<file path="src/rtl/serial_adder_if.sv">
// Handshake and data bundle between a requester and the bit-serial adder.
// The requester drives start/a/b; the adder returns status, sum and carry.
interface serial_adder_if #(
    parameter int WIDTH = 8
);
    logic             start;
    logic [WIDTH-1:0] a;
    logic [WIDTH-1:0] b;
    logic             ready;
    logic             busy;
    logic             done;
    logic [WIDTH-1:0] s;
    logic             c;

    modport master (
        output start, a, b,
        input  ready, busy, done, s, c
    );

    modport slave (
        input  start, a, b,
        output ready, busy, done, s, c
    );
endinterface

</file>
<file path="src/rtl/serial_adder.sv">
// Bit-serial WIDTH-bit adder: two half-adder cells plus an OR form one full-adder
// slice, with the carry registered between bits; LSB-first over WIDTH cycles.
module serial_adder #(
    parameter int WIDTH = 8
) (
    input  logic           clk,
    input  logic           rst_n,
    serial_adder_if.slave  bus
);
    localparam int CNT_W = $clog2(WIDTH);

    typedef enum logic [1:0] {
        ST_IDLE = 2'd0,
        ST_RUN  = 2'd1,
        ST_DONE = 2'd2
    } state_t;

    // Half-adder cell: returns {carry, sum}.
    function automatic logic [1:0] half_add(input logic x, input logic y);
        return {x & y, x ^ y};
    endfunction

    state_t           state_r;
    logic [WIDTH-1:0] a_sh_r;
    logic [WIDTH-1:0] b_sh_r;
    logic [WIDTH-2:0] ps_r;
    logic             cy_r;
    logic [CNT_W-1:0] cnt_r;
    logic             ready_r;
    logic             busy_r;
    logic             done_r;
    logic [WIDTH-1:0] s_r;
    logic             c_r;

    logic [1:0]       ha1_s;
    logic [1:0]       ha2_s;
    logic             sum_bit_s;
    logic             carry_nxt_s;
    logic [WIDTH-1:0] ps_nxt_s;
    logic             last_bit_s;

    // Full-adder slice on the current operand LSBs and the registered carry.
    always_comb begin
        ha1_s       = half_add(a_sh_r[0], b_sh_r[0]);
        ha2_s       = half_add(ha1_s[0], cy_r);
        sum_bit_s   = ha2_s[0];
        carry_nxt_s = ha1_s[1] | ha2_s[1];
        // The new sum bit enters at the MSB; ps_nxt_s is the full partial sum.
        ps_nxt_s    = {sum_bit_s, ps_r};
        last_bit_s  = (cnt_r == CNT_W'(WIDTH - 1));
    end

    // Control FSM with datapath shift registers and registered outputs.
    always_ff @(posedge clk) begin
        if (!rst_n) begin
            state_r <= ST_IDLE;
            a_sh_r  <= {WIDTH{1'b0}};
            b_sh_r  <= {WIDTH{1'b0}};
            ps_r    <= {(WIDTH-1){1'b0}};
            cy_r    <= 1'b0;
            cnt_r   <= {CNT_W{1'b0}};
            ready_r <= 1'b1;
            busy_r  <= 1'b0;
            done_r  <= 1'b0;
            s_r     <= {WIDTH{1'b0}};
            c_r     <= 1'b0;
        end else begin
            case (state_r)
                ST_IDLE: begin
                    done_r <= 1'b0;
                    if (bus.start) begin
                        a_sh_r  <= bus.a;
                        b_sh_r  <= bus.b;
                        ps_r    <= {(WIDTH-1){1'b0}};
                        cy_r    <= 1'b0;
                        cnt_r   <= {CNT_W{1'b0}};
                        ready_r <= 1'b0;
                        busy_r  <= 1'b1;
                        state_r <= ST_RUN;
                    end else begin
                        ready_r <= 1'b1;
                        busy_r  <= 1'b0;
                        state_r <= ST_IDLE;
                    end
                end
                ST_RUN: begin
                    a_sh_r <= {1'b0, a_sh_r[WIDTH-1:1]};
                    b_sh_r <= {1'b0, b_sh_r[WIDTH-1:1]};
                    ps_r   <= ps_nxt_s[WIDTH-1:1];
                    cy_r   <= carry_nxt_s;
                    if (last_bit_s) begin
                        s_r     <= ps_nxt_s;
                        c_r     <= carry_nxt_s;
                        busy_r  <= 1'b0;
                        done_r  <= 1'b1;
                        state_r <= ST_DONE;
                    end else begin
                        cnt_r   <= cnt_r + CNT_W'(1);
                        state_r <= ST_RUN;
                    end
                end
                ST_DONE: begin
                    done_r  <= 1'b0;
                    ready_r <= 1'b1;
                    busy_r  <= 1'b0;
                    state_r <= ST_IDLE;
                end
                default: begin
                    done_r  <= 1'b0;
                    ready_r <= 1'b1;
                    busy_r  <= 1'b0;
                    state_r <= ST_IDLE;
                end
            endcase
        end
    end

    assign bus.ready = ready_r;
    assign bus.busy  = busy_r;
    assign bus.done  = done_r;
    assign bus.s     = s_r;
    assign bus.c     = c_r;
endmodule

</file>
<file path="src/flat_wrapper.sv">
// flat-port wrapper written by rule: the top's interface ports become plain ports
module serial_adder_flat 
#(
    parameter int WIDTH = 8
)
  (clk, rst_n, bus_start, bus_a, bus_b, bus_ready, bus_busy, bus_done, bus_s, bus_c);
  serial_adder_if #(.WIDTH(WIDTH)) bus_i ();
  input  logic clk;
  input  logic rst_n;
  input wire logic [$bits(bus_i.start)-1:0] bus_start;
  input wire logic [$bits(bus_i.a)-1:0] bus_a;
  input wire logic [$bits(bus_i.b)-1:0] bus_b;
  output wire logic [$bits(bus_i.ready)-1:0] bus_ready;
  output wire logic [$bits(bus_i.busy)-1:0] bus_busy;
  output wire logic [$bits(bus_i.done)-1:0] bus_done;
  output wire logic [$bits(bus_i.s)-1:0] bus_s;
  output wire logic [$bits(bus_i.c)-1:0] bus_c;
  assign bus_i.start = bus_start;
  assign bus_i.a = bus_a;
  assign bus_i.b = bus_b;
  assign bus_ready = bus_i.ready;
  assign bus_busy = bus_i.busy;
  assign bus_done = bus_i.done;
  assign bus_s = bus_i.s;
  assign bus_c = bus_i.c;
  serial_adder #(.WIDTH(WIDTH)) u_core (.clk(clk), .rst_n(rst_n), .bus(bus_i));
endmodule
</file>
<file path="config.mk">
export PLATFORM = sky130hd
export DESIGN_NAME = serial_adder_flat
export DESIGN_NICKNAME = d
export VERILOG_FILES = /design/src/rtl/serial_adder_if.sv /design/src/rtl/serial_adder.sv /design/src/flat_wrapper.sv
export SDC_FILE = /design/constraint.sdc
export NUM_CORES = 1
export LEC_CHECK = 0
export BUFFER_PORTS_ARGS = -buffer_cell sky130_fd_sc_hd__buf_2
export CAP_MARGIN = 20
export CORE_MARGIN = 2
export CORE_UTILIZATION = 23
export DETAILED_ROUTE_END_ITERATION = 8
export SKIP_CTS_REPAIR_TIMING = 1
export SYNTH_ARGS = -nofsm -noshare
export SYNTH_HDL_FRONTEND = slang
export SYNTH_SLANG_ARGS = --single-unit
</file>
<file path="constraint.sdc">
create_clock -name clk -period 1.45 [get_ports clk]
set_clock_uncertainty 0.15 [all_clocks]
set_input_delay 0 -clock clk [delete_from_list [all_inputs] [get_ports clk]]
set_output_delay 0 -clock clk [all_outputs]
set_load 0.05 [all_outputs]
</file>
Word level (Yosys, flattened, before mapping). Cells that the tools add are included.

Output and inout port bits: 12. Bits of input ports: 19. Flip-flop bits (word level): 41.

Add/sub/neg operators: 1. Reduce and logical (&&, ||, !) cells: 6. Multiplexer cells: 19. Equality and inequality tests: 5. Bitwise logic cells: 5.

Operator list (count): case mux 8 bit (2 select lines) (2); 2-to-1 mux 8 bit (2); case mux 7 bit (2 select lines) (1); 2-to-1 mux 7 bit (1); 2-to-1 mux 3 bit (2); case mux 1 bit (2 select lines) (3); case mux 3 bit (2 select lines) (1); AND reduction 2 bit (3); 2-to-1 mux 1 bit (5); inequality test 2 bit, second input constant (2); case mux 2 bit (2 select lines) (1); adder 3 x 1 -> 3 bit, second input constant (1); == test 3 bit, second input constant (1); AND reduction 3 bit (1); AND 1 bit (2); == test 2 x 1 -> 1 bit, second input constant (1); logical NOT 2 bit (1); 2-to-1 mux 2 bit (1); inequality test 2 x 1 -> 1 bit, second input constant (1); nonzero test 2 bit (1); bitwise XOR 1 bit (2); bitwise OR 1 bit (1).

Depth between registers and ports, before layout.
Depth in word-level cells: 4. Mapped depth: 7. Depth with buffers taken out: 5.

Least setup slack after synthesis. Ideal clock, no wire load.

Path type: register -> register. Start point: register u_core.cnt_r[0]. End point: register u_core.c_r, in the netlist u_core.bus.c. Cell stages (with the launch flop): 8. Slack: -141 ps. Setup time: 128 ps. Clock period less this slack: 1591 ps. Data arrival time: 1314 ps. Buffers on the path: 2. Cells stage by stage: dfxtp_1 > ha_1 > ha_1 > clkbuf_1 > nand3b_1 > buf_6 > mux2i_1 > nor2_1.

Word-level cells in the longest chain between the ends: 2.

RTL lines: start, declared (line serial_adder.sv:28) `logic [CNT_W-1:0] cnt_r;`; start signal, assigned (line serial_adder.sv:61) `cnt_r <= {CNT_W{1'b0}};`; start signal, assigned (line serial_adder.sv:76) `cnt_r <= {CNT_W{1'b0}};`; start signal, assigned (line serial_adder.sv:98) `cnt_r <= cnt_r + CNT_W'(1);`; == test 3 bit (line serial_adder.sv:50) `last_bit_s = (cnt_r == CNT_W'(WIDTH - 1));`; AND reduction 2 bit (no source line); end signal, assigned (line serial_adder.sv:93) `c_r <= carry_nxt_s;`; end, declared (line serial_adder.sv:33) `logic c_r;`.

No other way between the ends. A chain may end at the register's enable or synchronous reset.

Final worst setup path. Ends and elaborated chain as after synthesis.

==> flow_summary.toml <==
[run_status]
run_status = "complete, but fails checks"
violations = "negative setup slack"

[routing]
vias = 1360
drt_iter0_markers = 76
vias_per_cell = 4.26
detail-route-antenna-nets = 0
firstDrtPassIters = 4
mean_routed_wirelength_per_cell_um = 11.2
detail_route.drc_violations = 0
routed_wirelength_um = 3560

[logic_synthesis]
synth.ff_latch_count = 41
synth_fp_nets = 194
mapped_cell_area_um2 = 1640
synthFlopType = "sky130_fd_sc_hd__dfxtp_1"
synth-async-reset-ratio = 0
synth_fa_ha_area_frac = 0.0274
yosys-mux-area-fraction = 0.0548
post_synthesis_cell_count = 172
synth_top_cells_by_area = "sky130_fd_sc_hd__dfxtp_1 (50%), sky130_fd_sc_hd__nand2_1 (6.6%), sky130_fd_sc_hd__a31oi_1 (5.7%), sky130_fd_sc_hd__mux2i_1 (5.5%), sky130_fd_sc_hd__a22o_1 (4.3%)"
synth_top_area_cell = "sky130_fd_sc_hd__dfxtp_1"
synth_cell_types = 30
synthSimpleGateAreaFrac = 0.167
synth_area_per_cell_um2 = 9.55
synth_compound_area_frac = 0.198
area_share_of_the_leading_cell_type_in_the_synthesized_netlist = 0.500
fraction_of_the_yosys_area_taken_by_sequential_cells = 0.500
synth_enable_flop_cells = 0
synth-warning-count = 0
synth_top_family_by_area = "compound AO/OA/AOI/OAI gates"
synthXorXnorAreaFrac = 0
synth_commonest_cells = "sky130_fd_sc_hd__dfxtp_1 (41), sky130_fd_sc_hd__nand2_1 (29), sky130_fd_sc_hd__a31oi_1 (15)"
count_leader_synth = "sky130_fd_sc_hd__dfxtp_1"

[pwr]
totalPowerFinal_w = 0.00258
power_density_relative_to_cell_area_nw_per_um2 = 1140
power.leakage_nw = 0.970
peakVddDrop_mv = 0.550

[cells_and_area]
layout-drive-gt1-share = 0.251
post-route-util = 0.328
fillers = 718
area.sequential_um2 = 825
antenna_cells_inserted = 0
postLayoutCellArea_um2 = 2250
fin_nets = 244
area_of_the_multi_input_gates_um2 = 761
areaGrowthSynthToFinish_pct = 36.9

[min_path]
timing.hold.worst.class = "input pin to flip-flop"

[grt]
grt_most_used_layer = "met2"
grt.met3_usage = 0.0271
gr-usage-met2 = 0.143
grt.overflow.total = 0
grt_antenna_before_repair = 0
first_global_vias = 1177
pin_count_of_the_biggest_net_entering_global_routing = 27
globalRouteMet1Util = 0.124
grt_pass1_wl_um = 5660
global_route.usage.total = 0.0927

[worst_setup_path]
critPathSlowestCell = "sky130_fd_sc_hd__dfxtp_2"
arrival_ns = 1.50
required_ns = 1.49
path_common_cell = "sky130_fd_sc_hd__ha_4"
critPathMaxFanout = 9
timing.setup.critical_path_class = "flip-flop to flip-flop"
setup.worst_path.start_class = "flip-flop"
timing.critical_path.slowest_cell_delay_ns = 0.35
crit_path_end_kind = "flip-flop"
path_cells = "ha_4 -> ha_4 -> nand3b_1 -> buf_12 -> mux2i_1 -> nor2_1"

[sta]
finalWorstSetupSlack_ns = -0.00914
slew_headroom = 0.754
finalSetupViolCount = 3
rsz0062_at_grt = "yes"
worst_pin_slew_ns = 0.368
final.hold.worst_slack_ns = 0.00856
fmax_mhz = 685
final-max-slew-violation-count = 0
final.period_utilization = 1.01
min_period_ns = 1.46
hold_viol_final = 0

[clock_network]
cts.sink_count = 41
cts.path.max_buffers = 2
root_buffer = "sky130_fd_sc_hd__clkbuf_8"
cts_tree = "done"
path_clk_slew_ns = 0.09
tritoncts.num_buffers = 5
ctsHtreeMaxLevel = 2
clock_latency_ns = 0.29

[place]
placed_area_um2 = 1950
place_congestion = 0.678
post-dp-hpwl_um = 2390
buffer_ports.inserted = 30

[floorplan]
io-pin-count = 31
starting_density = 0.239
die_width_um = 88.5
num_rows = 30
die_h_um = 88.5
die_area_um2 = 7830
core_area_um2 = 6870

[flow_run]
timing.max_cap.violations = 0
[cells by family (layout without fill, tap and decap cells)]
group,after synthesis,in the layout
mux,9,9
buf+inv,13,64
simple gates,58,58
compound gates,48,48
flops,41,41
fa+ha+maj,3,3
[worst max-delay path: cells and delay by family (launching register included)]
family / cells / cell delay, ns
AND/OR/NAND/NOR: 2 / 0.19
adder cells (fa/ha/maj): 2 / 0.34
buffers and inverters: 1 / 0.15
multiplexers: 1 / 0.18
flip-flops: 1 / 0.35
[report_power, final]
group / total (W) / internal [W] / switching (W)
combinational: 0.000267 / 0.000129 / 0.000138
clock: 0.00110 / 0.000693 / 0.000411
sequential: 0.00120 / 0.00118 / 0.0000275
total: 0.00258 / 0.00200 / 0.000577
[layout make-up]
class,count,share of cell area
sequential,41,0.367
multi-input combinational,118,0.338
timing repair buffer,54,0.177
tap,96,0.0534
clock buffer,5,0.0306
clock inverter,3,0.0306
inverter,2,0.00334
[layer usage]
layer / vias to the layer above / routed length (um) / share of wire
li1: 700 / - / -
met1: 618 / 1690 / 0.47
met2: 39 / 1660 / 0.47
met3: 3 / 187 / 0.052
met4: 0 / 23 / 0.0065
met5: - / 0 / 0
[cell usage in the layout (no fill, tap or decap), drive strengths merged]
cell and count:
fa 1, o31a 1, mux2i 9, a31oi 15, dlygate4sd3 16, nand3b 2, a22oi 2, nand2 29
o221a 1, inv 3, nor2b 5, ha 2, o21ai 14, nor3b 1, and2 2, and4bb 1
clkbuf 5, nand3 2, o21bai 1, o21a 3, and2b 1, nor2 13, a22o 8, bufinv 2
dfxtp 41, nand2b 2, buf 38, a21oi 3
[metrics by stage]
stage / cells / setup slack [ns] / TNS [ns]
2_1_floorplan: 172 / -0.0490 / -0.377
3_3_place_gp: 295 / 0.00578 / 0
3_5_place_dp: 295 / -0.0104 / -0.0186
4_1_cts: 303 / -0.0380 / -0.155
5_1_grt: 319 / -0.0773 / -0.428
6_report: 319 / -0.00914 / -0.0101
[worst paths after layout]
kind	start	endpoint	slack, ns	cells after the start
max reg2reg	u_core.cnt_r[0]	u_core.bus.c	-0.009	6
min	bus_start	u_core.bus.ready	0.009	3
max	u_core.cnt_r[0]	u_core.bus.c	-0.009	6
min reg2reg	u_core.b_sh_r[3]	u_core.b_sh_r[3]	0.32	2
[state kept, by name (all words and copies together) (netlist names)]
signal	count
u_core.a_sh_r	8
u_core.b_sh_r	8
u_core.bus.busy	1
u_core.bus.c	1
u_core.bus.done	1
u_core.bus.ready	1
u_core.bus.s	8
u_core.cnt_r	3
u_core.cy_r	1
u_core.ps_r	7
u_core.state_r	2
Note: power is estimated with default switching activity, not from simulation.
